===== config.mk =====
export PLATFORM = sky130hd
export DESIGN_NAME = vga_grid_renderer
export DESIGN_NICKNAME = d
export VERILOG_FILES = /design/src/rtl/vga_pkg.sv /design/src/rtl/vga_timing_gen.sv /design/src/rtl/vga_grid_renderer.sv
export SDC_FILE = /design/constraint.sdc
export NUM_CORES = 1
export LEC_CHECK = 0
export CORE_AREA = 8 8 91 93
export CTS_BUF_LIST = sky130_fd_sc_hd__clkbuf_4
export DETAILED_ROUTE_END_ITERATION = 12
export DIE_AREA = 0 0 99 101
export PLACE_DENSITY = 0.83
export RECOVER_POWER = 50
export REMOVE_ABC_BUFFERS = 1
export SETUP_SLACK_MARGIN = 0.05
export SKIP_CTS_REPAIR_TIMING = 1
export SLEW_MARGIN = 10
export SYNTH_ARGS = -nofsm -noshare
export SYNTH_HDL_FRONTEND = slang
export SYNTH_HIERARCHICAL = 1
export SYNTH_SLANG_ARGS = --single-unit

===== constraint.sdc =====
create_clock -name clk -period 2.5 [get_ports clk]
set_input_delay 0.5 -clock clk [delete_from_list [all_inputs] [get_ports clk]]
set_output_delay 0.5 -clock clk [all_outputs]
set_load 0.03 [all_outputs]

===== src/rtl/vga_pkg.sv =====
// Shared constants and types for the VGA grid renderer.
// Holds palette, game/snake encodings, default 640x480 timing and the stage-1 bundle.
package vga_pkg;

    // Palette, 12-bit RGB 4:4:4
    localparam logic [11:0] COL_BG    = 12'h8A4;
    localparam logic [11:0] COL_WALL  = 12'hAAA;
    localparam logic [11:0] COL_BODY  = 12'h0C0;
    localparam logic [11:0] COL_HEAD  = 12'hFF0;
    localparam logic [11:0] COL_MINE  = 12'hF00;
    localparam logic [11:0] COL_START = 12'h00F;
    localparam logic [11:0] COL_OVER  = 12'h800;

    typedef enum logic [1:0] {
        ST_START = 2'd0,
        ST_PLAY  = 2'd1,
        ST_OVER  = 2'd2,
        ST_PAUSE = 2'd3
    } game_status_e;

    typedef enum logic [1:0] {
        SN_NONE = 2'd0,
        SN_HEAD = 2'd1,
        SN_BODY = 2'd2,
        SN_WALL = 2'd3
    } snake_code_e;

    // Default 640x480 @ 60 Hz timing
    localparam int DEF_H_VISIBLE = 640;
    localparam int DEF_H_FP      = 16;
    localparam int DEF_H_SYNC    = 96;
    localparam int DEF_H_BP      = 48;
    localparam int DEF_V_VISIBLE = 480;
    localparam int DEF_V_FP      = 10;
    localparam int DEF_V_SYNC    = 2;
    localparam int DEF_V_BP      = 33;

    // Per-pixel facts captured in stage 1
    typedef struct packed {
        logic        valid;
        logic        vis;
        logic        hs;
        logic        vs;
        snake_code_e snake;
        logic        apple;
        logic        mine;
    } pix_s1_t;

    // Halve each 4-bit channel; the mask drops bits that
    // slid in from the neighbouring channel.
    function automatic logic [11:0] dim_color(input logic [11:0] c);
        return (c >> 1) & 12'h777;
    endfunction

endpackage


===== src/rtl/vga_timing_gen.sv =====
// Pixel-enable divider, pixel/line counters, raw syncs and frame_start pulse.
// Ports: clk, rst (sync, active-high) in; pix_en, x_pos, y_pos, hsync_raw, vsync_raw, visible, frame_start out.
module vga_timing_gen #(
    parameter int H_VISIBLE = 640,
    parameter int H_FP      = 16,
    parameter int H_SYNC    = 96,
    parameter int H_BP      = 48,
    parameter int V_VISIBLE = 480,
    parameter int V_FP      = 10,
    parameter int V_SYNC    = 2,
    parameter int V_BP      = 33,
    parameter int CLK_DIV   = 4
) (
    input  logic       clk,
    input  logic       rst,
    output logic       pix_en,
    output logic [9:0] x_pos,
    output logic [9:0] y_pos,
    output logic       hsync_raw,
    output logic       vsync_raw,
    output logic       visible,
    output logic       frame_start
);

    localparam int H_TOTAL = H_VISIBLE + H_FP + H_SYNC + H_BP;
    localparam int V_TOTAL = V_VISIBLE + V_FP + V_SYNC + V_BP;
    localparam int DIV_W   = (CLK_DIV > 1) ? $clog2(CLK_DIV) : 1;

    localparam logic [DIV_W-1:0] DIV_LAST = DIV_W'(CLK_DIV - 1);

    localparam logic [9:0] H_LAST   = 10'(H_TOTAL - 1);
    localparam logic [9:0] V_LAST   = 10'(V_TOTAL - 1);
    localparam logic [9:0] HS_START = 10'(H_VISIBLE + H_FP);
    localparam logic [9:0] HS_END   = 10'(H_VISIBLE + H_FP + H_SYNC);
    localparam logic [9:0] VS_START = 10'(V_VISIBLE + V_FP);
    localparam logic [9:0] VS_END   = 10'(V_VISIBLE + V_FP + V_SYNC);
    localparam logic [9:0] H_VIS    = 10'(H_VISIBLE);
    localparam logic [9:0] V_VIS    = 10'(V_VISIBLE);

    logic [DIV_W-1:0] div_cnt;
    logic             x_last;
    logic             y_last;

    // With CLK_DIV=1 DIV_LAST is 0, so pix_en stays high.
    assign pix_en = (div_cnt == DIV_LAST);
    assign x_last = (x_pos == H_LAST);
    assign y_last = (y_pos == V_LAST);

    always_ff @(posedge clk) begin
        if (rst) begin
            div_cnt <= '0;
        end else if (pix_en) begin
            div_cnt <= '0;
        end else begin
            div_cnt <= div_cnt + 1'b1;
        end
    end

    always_ff @(posedge clk) begin
        if (rst) begin
            x_pos       <= '0;
            y_pos       <= '0;
            frame_start <= 1'b0;
        end else begin
            // Registered together with the wrap, so it is high in the
            // clk where both counters first read 0.
            frame_start <= pix_en && x_last && y_last;
            if (pix_en) begin
                if (x_last) begin
                    x_pos <= '0;
                    y_pos <= y_last ? 10'd0 : y_pos + 10'd1;
                end else begin
                    x_pos <= x_pos + 10'd1;
                end
            end
        end
    end

    assign hsync_raw = !((x_pos >= HS_START) && (x_pos < HS_END));
    assign vsync_raw = !((y_pos >= VS_START) && (y_pos < VS_END));
    assign visible   = (x_pos < H_VIS) && (y_pos < V_VIS);

endmodule


===== src/rtl/vga_grid_renderer.sv =====
// VGA back end for the snake game: timing, grid layer compositing, 12-bit RGB out.
// Ports: clk, rst (sync, active-high), snake, apple_x/y, VGA_reward, game_status,
//        mine_x/y, mine_active in; x_pos, y_pos, hsync, vsync, color_out, frame_start out.
// Optional mine blinking is built when the macro VGA_MINE_BLINK_EN is defined.
module vga_grid_renderer
    import vga_pkg::*;
#(
    parameter int H_VISIBLE    = DEF_H_VISIBLE,
    parameter int H_FP         = DEF_H_FP,
    parameter int H_SYNC       = DEF_H_SYNC,
    parameter int H_BP         = DEF_H_BP,
    parameter int V_VISIBLE    = DEF_V_VISIBLE,
    parameter int V_FP         = DEF_V_FP,
    parameter int V_SYNC       = DEF_V_SYNC,
    parameter int V_BP         = DEF_V_BP,
    parameter int CLK_DIV      = 4,
    parameter int CELL_SHIFT   = 4,
    parameter int N_MINES      = 4,
    parameter int BLINK_FRAMES = 16
) (
    input  logic                   clk,
    input  logic                   rst,
    input  logic [1:0]             snake,
    input  logic [5:0]             apple_x,
    input  logic [4:0]             apple_y,
    input  logic [11:0]            VGA_reward,
    input  logic [1:0]             game_status,
    input  logic [6*N_MINES-1:0]   mine_x,
    input  logic [6*N_MINES-1:0]   mine_y,
    input  logic [N_MINES-1:0]     mine_active,
    output logic [9:0]             x_pos,
    output logic [9:0]             y_pos,
    output logic                   hsync,
    output logic                   vsync,
    output logic [11:0]            color_out,
    output logic                   frame_start
);

    if (N_MINES < 1 || N_MINES > 16 || CLK_DIV < 1 || BLINK_FRAMES < 1) begin : g_bad_param
        $error("vga_grid_renderer: parameter out of range");
    end

    localparam logic [9:0] GRID_W = 10'(H_VISIBLE >> CELL_SHIFT);
    localparam logic [9:0] GRID_H = 10'(V_VISIBLE >> CELL_SHIFT);

    localparam pix_s1_t S1_RST = '{
        valid: 1'b0,
        vis:   1'b0,
        hs:    1'b1,
        vs:    1'b1,
        snake: SN_NONE,
        apple: 1'b0,
        mine:  1'b0
    };

    logic       pix_en;
    logic       hsync_raw;
    logic       vsync_raw;
    logic       visible;
    logic [9:0] cell_x;
    logic [9:0] cell_y;
    logic       apple_hit;
    logic       mine_hit;
    logic       mine_vis;
    logic [11:0] layer;
    logic [11:0] pix_color;
    pix_s1_t    s1;

    vga_timing_gen #(
        .H_VISIBLE (H_VISIBLE),
        .H_FP      (H_FP),
        .H_SYNC    (H_SYNC),
        .H_BP      (H_BP),
        .V_VISIBLE (V_VISIBLE),
        .V_FP      (V_FP),
        .V_SYNC    (V_SYNC),
        .V_BP      (V_BP),
        .CLK_DIV   (CLK_DIV)
    ) u_timing (
        .clk         (clk),
        .rst         (rst),
        .pix_en      (pix_en),
        .x_pos       (x_pos),
        .y_pos       (y_pos),
        .hsync_raw   (hsync_raw),
        .vsync_raw   (vsync_raw),
        .visible     (visible),
        .frame_start (frame_start)
    );

    // Stage 0: cell lookup for the pixel currently addressed.
    assign cell_x = x_pos >> CELL_SHIFT;
    assign cell_y = y_pos >> CELL_SHIFT;

    assign apple_hit = (cell_x == {4'b0, apple_x}) &&
                       (cell_y == {5'b0, apple_y});

    // Off-grid mine coordinates are rejected explicitly so that they
    // can never alias onto blanking cells.
    always_comb begin
        mine_hit = 1'b0;
        for (int i = 0; i < N_MINES; i++) begin
            if (mine_active[i] &&
                ({4'b0, mine_x[6*i +: 6]} == cell_x) &&
                ({4'b0, mine_y[6*i +: 6]} == cell_y) &&
                ({4'b0, mine_x[6*i +: 6]} < GRID_W) &&
                ({4'b0, mine_y[6*i +: 6]} < GRID_H)) begin
                mine_hit = 1'b1;
            end
        end
    end

    // Stage 1
    always_ff @(posedge clk) begin
        if (rst) begin
            s1 <= S1_RST;
        end else if (pix_en) begin
            s1.valid <= 1'b1;
            s1.vis   <= visible;
            s1.hs    <= hsync_raw;
            s1.vs    <= vsync_raw;
            s1.snake <= snake_code_e'(snake);
            s1.apple <= apple_hit;
            s1.mine  <= mine_hit;
        end
    end

`ifdef VGA_MINE_BLINK_EN
    localparam int BC_W = (BLINK_FRAMES > 1) ? $clog2(BLINK_FRAMES) : 1;
    localparam logic [BC_W-1:0] BC_LAST = BC_W'(BLINK_FRAMES - 1);

    logic [BC_W-1:0] blink_cnt;
    logic            blink_on;

    always_ff @(posedge clk) begin
        if (rst) begin
            blink_cnt <= '0;
            blink_on  <= 1'b1;
        end else if (frame_start) begin
            if (blink_cnt == BC_LAST) begin
                blink_cnt <= '0;
                blink_on  <= ~blink_on;
            end else begin
                blink_cnt <= blink_cnt + 1'b1;
            end
        end
    end

    // Masked at stage 2: the first pixel of a frame reaches this point
    // only after the frame_start update, even with CLK_DIV=1.
    assign mine_vis = s1.mine & blink_on;
`else
    assign mine_vis = s1.mine;
`endif

    // Stage 2 compositing
    always_comb begin
        layer = COL_BG;
        if (s1.snake == SN_HEAD) begin
            layer = COL_HEAD;
        end else if (mine_vis) begin
            layer = COL_MINE;
        end else if (s1.apple) begin
            layer = VGA_reward;
        end else if (s1.snake == SN_BODY) begin
            layer = COL_BODY;
        end else if (s1.snake == SN_WALL) begin
            layer = COL_WALL;
        end

        pix_color = layer;
        unique case (game_status)
            ST_START: pix_color = COL_START;
            ST_PLAY:  pix_color = layer;
            ST_OVER:  pix_color = (s1.snake == SN_HEAD) ? COL_HEAD : COL_OVER;
            ST_PAUSE: pix_color = dim_color(layer);
        endcase

        if (!s1.vis) begin
            pix_color = '0;
        end
    end

    always_ff @(posedge clk) begin
        if (rst) begin
            color_out <= '0;
            hsync     <= 1'b1;
            vsync     <= 1'b1;
        end else if (pix_en) begin
            color_out <= s1.valid ? pix_color : 12'h000;
            hsync     <= s1.valid ? s1.hs : 1'b1;
            vsync     <= s1.valid ? s1.vs : 1'b1;
        end
    end

endmodule


# == Word level (Yosys, flattened, before mapping) ==
# Cells that the tools add are included.
# classes
div_mod_pow,0
n_mux,17
addsub,3
eq_ne,19
magnitude_cmp,14
bitwise_logic,0
shifts,0
reduce_logical,27
n_mul,0
# op_table
operator,count
2-to-1 mux 12 bit,6
equality test 6 bit,9
case mux 12 bit (4 select lines),1
2-to-1 mux 10 bit,3
less-than comparator 6 x 5 -> 1 bit (second input constant),4
less-than comparator 6 bit (second input constant),4
logical AND 1 bit,22
adder 10 x 1 -> 10 bit (second input constant),2
equality test 10 bit (second input constant),2
less-than comparator 10 bit (second input constant),2
less-than comparator 10 x 9 -> 1 bit (second input constant),2
2-to-1 mux 11 bit,1
equality test 2 bit (second input constant),5
>= comparator 10 bit (second input constant),1
>= comparator 10 x 9 -> 1 bit (second input constant),1
equality test 6 x 5 -> 1 bit,1
2-to-1 mux 1 bit,6
equality test 2 x 1 -> 1 bit (second input constant),2
adder 2 x 1 -> 2 bit (second input constant),1
zero test 1 bit,2
zero test 2 bit,1
AND reduction 2 bit,1
OR reduction 2 bit,1
# totals
latch_bits,0
inputBits,81
register_bits,45
memories,0
mem_bits_ro,0
mem_bits_rw,0
out_inout_bits,35

# == Logic depth before layout (Yosys ltp) ==
# Gate-level depths: netlist of run 1.
# logic_depth
ltp_word,9
depth_mapped,7
depth_no_buf,6

# == Hierarchy ==
# Netlist of run 1, hierarchy kept.
# by_module_without_submodules
mod,cells_per_inst,area_per_inst_um2,instances,seq_area_each_um2
vga_grid_renderer,253,1864.3,1,440.4
vga_timing_gen,136,1181.1,1,460.4

# == Worst setup path after synthesis of run 1 ==
# Ideal clock, no wire load.
# synth_path
path_kind,register to register
start,register u_timing.x_pos[0]
end,register u_timing.y_pos[2]
path_slack_ns,0.617
stages_incl_launch_ff,7
setup_time_ns,0.070
arrival_ns,1.813
period_less_slack_ns,1.883
required_time_ns,2.430
cell_sequence,dfxtp_1 ha_1 and3_1 nand4_1 buf_2 or3_1 a21oi_1
# synth_via
elab_chain_cells,2
# synth_rtl
item,line_no,text
start: declaration,vga_timing_gen.sv:17,"output logic [9:0] x_pos,"
start signal: assignment,vga_timing_gen.sv:73,x_pos <= x_pos + 10'd1;
equality test 10 bit,vga_timing_gen.sv:46,assign x_last = (x_pos == H_LAST);
AND reduction 2 bit (no line),--,
end signal: assignment,vga_timing_gen.sv:71,y_pos <= y_last ? 10'd0 : y_pos + 10'd1;
end: declaration,vga_timing_gen.sv:18,"output logic [9:0] y_pos,"
# Every way passes these cells.
# A chain may end at the register's enable or synchronous reset.

# == Worst setup path after layout of run 1 ==
# layout_path
start,register u_timing.y_pos[6]
end,output port y_pos[6]
# layout_rtl
item,line_no,text
end: declaration,vga_grid_renderer.sv:32,"output logic [9:0] y_pos,"
# No word-level cell between the ends.

==> results.sh, run 1 <==
export IMPL_status="finished clean"
export IMPL_cts_tree="done"
export IMPL_syn_inst=389
export IMPL_cts_buffers=5
export IMPL_drc=0
export IMPL_ys_ff_latch=45
export IMPL_cpPeakStageDelay_ps=790
export IMPL_synth_area_leader_cell="dfxtp_1"
export IMPL_dieArea_um2=9999
export IMPL_globalplace_congestion=0.9325
export IMPL_synth_flop_cell="dfxtp_1"
export IMPL_hold_viol_final=0
export IMPL_wl_met1_mm=4.412
export IMPL_die_h_um=101
export IMPL_start_util_pct=43.86
export IMPL_std_cell_rows=31
export IMPL_cp_startpoint="u_timing/y_pos[6]$_SDFFE_PP0P_"
export IMPL_avgSynthCellArea_um2=7.829
export IMPL_drt_vias_per_instance=5.659
export IMPL_drt_iter0_drc=158
export IMPL_fin_crit_ps=2351
export IMPL_grt_pass1_wl_mm=16.14
export IMPL_max_slew_worst_pin_slew_ps=811.0
export IMPL_max_freq_mhz=425.4
export IMPL_firstDrtPassIters=5
export IMPL_syn_to_final_growth_pct=42.36
export IMPL_critical_path_arrival_ps=1850
export IMPL_setup_tns_ps=0
export IMPL_clock_path_buffers=2
export IMPL_utilization_pct=62.44
export IMPL_num_vias=3305
export IMPL_synth_most_common_cell="dfxtp_1"
export IMPL_switching_share_pct=25.50
export IMPL_synth_cell_types=52
export IMPL_yosysSeqAreaShare_pct=29.58
export IMPL_core_area_um2=6943
export IMPL_grt_antenna_before_repair=0
export IMPL_critPathBufInv=1
export IMPL_p_seq_share_pct=49.5
export IMPL_pwr_density_cell_nw_per_um2=345.5
export IMPL_dieWidth_um=99
export IMPL_synthTopCellsByArea="dfxtp_1 30%, xor2_1 9.5%, xnor2_1 6.6%, a21oi_1 5.8%, nand3_1 3.9%"
export IMPL_crit_path_max_fanout=13
export IMPL_ios=116
export IMPL_met3WireLength_um=626
export IMPL_routed_top_layer="met4"
export IMPL_crit_chain="clkdlybuf4s50_1"
export IMPL_clkPwrFrac_pct=31.2
export IMPL_cts_max_level=2
export IMPL_wl_per_cell_um=17.35
export IMPL_rsz0062_at_grt="no"
export IMPL_drive_gt1_share_pct=5.389
export IMPL_start_kind="register"
export IMPL_p_leak_nw=1.514
export IMPL_synthArstFlopShare_pct=0
export IMPL_ys_top_cells_by_count="45 x dfxtp_1, 35 x a21oi_1, 33 x xor2_1"
export IMPL_yosys_warnings=6
export IMPL_ant_nets=0
export IMPL_hpwl_mm=7.840
export IMPL_drv_cap=0
export IMPL_grt_max_degree=24
export IMPL_p_comb_share_pct=19.3
export IMPL_p_total_mw=1.498
export IMPL_grt_usage_pct=19.97
export IMPL_cts_root_buf="clkbuf_4"
export IMPL_vdd_drop_max_mv=0.2699
export IMPL_worst_setup_path_type="register to primary output"
export IMPL_reg2reg_from="u_timing/x_pos[5]$_SDFFE_PP0P_"
export IMPL_cp_slowest_cell="clkdlybuf4s50_1"
export IMPL_routed_wl_mm=10.13
export IMPL_timing_hold_ws_ps=444.0
export IMPL_port_buffers=115
export IMPL_hold_class="register to register"
export IMPL_period_share_pct=94.04
export IMPL_grt_pass1_vias=3304
export IMPL_power_internal_mw=1.116
export IMPL_worst_setup_path_end_kind="primary output"
export IMPL_drv_slew=0
export IMPL_synth_area_um2=3045
export IMPL_wl_met2_mm=4.861
export IMPL_fin_nets=587
export IMPL_cp_top_family="buffers and inverters"
export IMPL_max_slew_margin_pct=45.93
export IMPL_overflow=0
export IMPL_clkSinkCount=45
export IMPL_setup_viol=0
export IMPL_path_clk_slew_ps=140
export IMPL_synth_edff_count=0
export IMPL_fin_worst_skew_ps=13.32
export IMPL_clk_insertion_delay_late_ps=360
export IMPL_required_ps=2000
export IMPL_p_sw_mw=0.3820
export IMPL_yosysTopAreaCellShare_pct=29.58
export IMPL_hp_start="u_timing/div_cnt[0]$_SDFF_PP0_"
-- cells in the final DEF (no fill, tap or decap), types with 7 or more instances in the layout --
master | synthesis | routed
nand3_1 | 24 | 24
nor4_1 | 8 | 8
xor2_1 | 33 | 33
a21oi_1 | 35 | 35
dlygate4sd3_1 | 0 | 7
nor2b_1 | 7 | 7
nand2_1 | 28 | 28
nand4_1 | 9 | 9
dfxtp_1 | 45 | 45
inv_1 | 11 | 11
o21ai_0 | 17 | 18
nor3_1 | 13 | 13
clkdlybuf4s50_1 | 0 | 108
buf_4 | 0 | 13
xnor2_1 | 23 | 23
nor2_1 | 30 | 30
-- sequential cells by signal, summed over array words and instances, names as in the netlist --
signal / count
color_out: 12
u_timing/x_pos: 10
u_timing/y_pos: 10
s1: 7
u_timing/div_cnt: 2
hsync: 1
mine_vis: 1
u_timing/frame_start: 1
vsync: 1
-- cell families (layout without fill, tap and decap cells) --
kind of cell	Yosys count	after routing	synth area share (%)
AO/OA/AOI/OAI	88	88	17.79
XOR/XNOR	56	56	16.11
adder cells (fa/ha/maj)	6	6	2.465
buffers and inverters	37	149	5.834
flip-flops	45	45	29.58
multiplexers	3	3	0.9861
other	0	1	0
AND/OR/NAND/NOR	154	154	27.24
-- final timing paths --
kind                                          to  slack (ps)  cells past startpoint
hold reg to reg   u_timing/div_cnt[0]$_SDFF_PP0_         440                      1
hold / removal    u_timing/div_cnt[0]$_SDFF_PP0_         440                      1
setup / recovery                        y_pos[6]         150                      1
setup reg to reg  u_timing/y_pos[0]$_SDFFE_PP0P_         360                      5
-- stage by stage --
step           std cells  area [um^2]  worst slack (ps)
2_1_floorplan        363         2909             349.1
3_3_place_gp         575         4275             386.1
3_5_place_dp         575         4275             336.5
4_1_cts              583         4357             142.4
5_1_grt              583         4333             82.69
6_report             584         4335             149.0
-- metal layers --
metal,global-route usage [%],up-vias
met2,33.99,142
li1,-,1599
met4,7.438,0
met3,4.558,20
met1,23.88,1544
met5,0,-
-- power groups by stage --
stage / clock network, mW / registers [mW] / logic, mW
final: 0.467 / 0.741 / 0.290
after CTS: 0.476 / 0.742 / 0.289
after floorplan: 0 / 0.757 / 0.101
after detailed placement: 0 / 0.757 / 0.287
after global routing: 0.506 / 0.744 / 0.312
after global placement: 0 / 0.757 / 0.282
-- final cells by class --
class	instances	area (um^2)
fill	617	2608
multi-input combinational	307	1951
timing repair buffer	130	1256
sequential	45	900.9
tap	82	102.6
clock inverter	3	43.79
inverter	11	41.29
clock buffer	5	37.54
antenna	1	2.502
Power figures use the tool's default switching activity.
==> run 2: changes to the inputs <==
GPL_ROUTABILITY_DRIVEN = 0   (was not set)
==> results.sh, run 2 (synthesized netlist as in run 1, its figures left out) <==
export IMPL_fin_worst_skew_ps=21.19
export IMPL_hold_class="register to register"
export IMPL_clk_insertion_delay_late_ps=380
export IMPL_start_kind="register"
export IMPL_p_leak_nw=1.480
export IMPL_r2r_end="u_timing/y_pos[0]$_SDFFE_PP0P_"
export IMPL_final_common_cell="clkdlybuf4s50_1"
export IMPL_core_area_um2=6943
export IMPL_final_cells=581
export IMPL_max_freq_mhz=420.8
export IMPL_final_cell_mix="110 x clkdlybuf4s50_1, 45 x dfxtp_1, 35 x a21oi_1"
export IMPL_fin_crit_ps=2376
export IMPL_pwr_density_cell_nw_per_um2=327.6
export IMPL_path_clk_slew_ps=140
export IMPL_cts_buffers=5
export IMPL_top_regs="color_out (12), u_timing/x_pos (10), u_timing/y_pos (10)"
export IMPL_grt_usage_pct=20.26
export IMPL_ant_nets=0
export IMPL_clock_path_buffers=2
export IMPL_period_share_pct=95.06
export IMPL_fin_nets=585
export IMPL_fillers=616
export IMPL_cts_max_level=2
export IMPL_grt_pass1_wl_mm=16.45
export IMPL_required_ps=2000
export IMPL_start_util_pct=43.86
export IMPL_worst_setup_path_end_kind="primary output"
export IMPL_rsz0062_at_grt="no"
export IMPL_routed_wl_mm=10.15
export IMPL_n_antenna_cell=0
export IMPL_drv_slew=0
export IMPL_crit_path_max_fanout=12
export IMPL_largest_register_ffs=12
export IMPL_hold_end="u_timing/div_cnt[0]$_SDFF_PP0_"
export IMPL_hp_start="u_timing/div_cnt[0]$_SDFF_PP0_"
export IMPL_die_h_um=101
export IMPL_ios=116
export IMPL_worst_setup_path_type="register to primary output"
export IMPL_hold_depth=1
export IMPL_drc=0
export IMPL_grt_antenna_before_repair=0
export IMPL_vdd_drop_max_mv=0.3129
export IMPL_final_design_area_no_fill_um2=4292
export IMPL_critPathBufInv=1
export IMPL_dieArea_um2=9999
export IMPL_overflow=0
export IMPL_max_slew_margin_pct=46.95
export IMPL_num_vias=3245
export IMPL_max_slew_worst_pin_slew_ps=795.8
export IMPL_r2r_slack_ps=310
export IMPL_syn_to_final_growth_pct=40.92
export IMPL_grt_max_degree=24
export IMPL_cp_top_family="buffers and inverters"
export IMPL_crit_chain="clkdlybuf4s50_1"
export IMPL_grt_pass1_vias=3226
export IMPL_regArea_um2=900.9
export IMPL_clkSinkCount=45
export IMPL_dieWidth_um=99
export IMPL_utilization_pct=61.81
export IMPL_hold_viol_final=0
export IMPL_r2r_cells=5
export IMPL_cts_tree="done"
export IMPL_setup_tns_ps=0
export IMPL_status="finished clean"
export IMPL_cpPeakStageDelay_ps=790
export IMPL_std_cell_rows=31
export IMPL_drt_iter0_drc=198
export IMPL_placed_cells=573
export IMPL_port_buffers=115
export IMPL_drive_gt1_share_pct=4.810
export IMPL_place_area_um2=4260
export IMPL_cts_root_buf="clkbuf_4"
export IMPL_hpwl_mm=7.810
export IMPL_setup_viol=0
export IMPL_critical_path_arrival_ps=1880
export IMPL_regMostFlops="color_out"
export IMPL_firstDrtPassIters=5
export IMPL_reg2reg_from="u_timing/x_pos[5]$_SDFFE_PP0P_"
export IMPL_drv_cap=0
export IMPL_multi_input_area_um2=1951
export IMPL_cp_slowest_cell="clkdlybuf4s50_1"
export IMPL_drt_vias_per_instance=5.585
export IMPL_wl_per_cell_um=17.46
[run 2: worst max-delay path by stage]
| stage | start | end | cells after the start |
|---|---|---|---|
| 6_report | u_timing/y_pos[5]$_SDFFE_PP0P_ | y_pos[5] | 1 |
| 4_1_cts | u_timing/y_pos[5]$_SDFFE_PP0P_ | y_pos[5] | 1 |
| 2_1_floorplan | u_timing/div_cnt[0]$_SDFF_PP0_ | u_timing/y_pos[3]$_SDFFE_PP0P_ | 5 |
| 3_5_place_dp | mine_y[16] | mine_vis$_SDFFE_PP0P_ | 6 |
| 3_3_place_gp | mine_x[19] | mine_vis$_SDFFE_PP0P_ | 7 |
| 5_1_grt | u_timing/y_pos[5]$_SDFFE_PP0P_ | y_pos[5] | 1 |
[run 2: per-stage QoR]
stage	hold WS, ps	setup slack [ps]	power [mW]
after floorplan	400.3	349.1	0.8579
final	440.8	123.6	1.406
after global routing	473.8	78.54	1.470
after global placement	415.1	392.8	1.037
after CTS	447.7	115.0	1.417
after detailed placement	429.0	353.2	1.043
[run 2: layout make-up]
type	count	share of cell area (%)
clock buffers	5	0.8746
repair buffers	128	28.83
clock inverters	3	0.4956
inverters	11	0.9621
multi-input cells	307	45.45
flip-flops and latches	45	20.99
well taps	82	2.391
[run 2: routing by layer]
metal	routed length, um	up-vias	GRT usage, %
met5	0	-	0
met4	199	0	7.320
met3	729	14	4.351
met2	5050	132	35.71
met1	4165	1503	23.51
li1	-	1596	-
[run 2: power by group]
group / leakage (nW) / switching, mW / internal (mW) / total [mW]
registers: 0.363 / 0.0117 / 0.730 / 0.742
clock network: 0.0316 / 0.264 / 0.112 / 0.376
logic: 1.09 / 0.117 / 0.171 / 0.288
total: 1.48 / 0.392 / 1.01 / 1.41
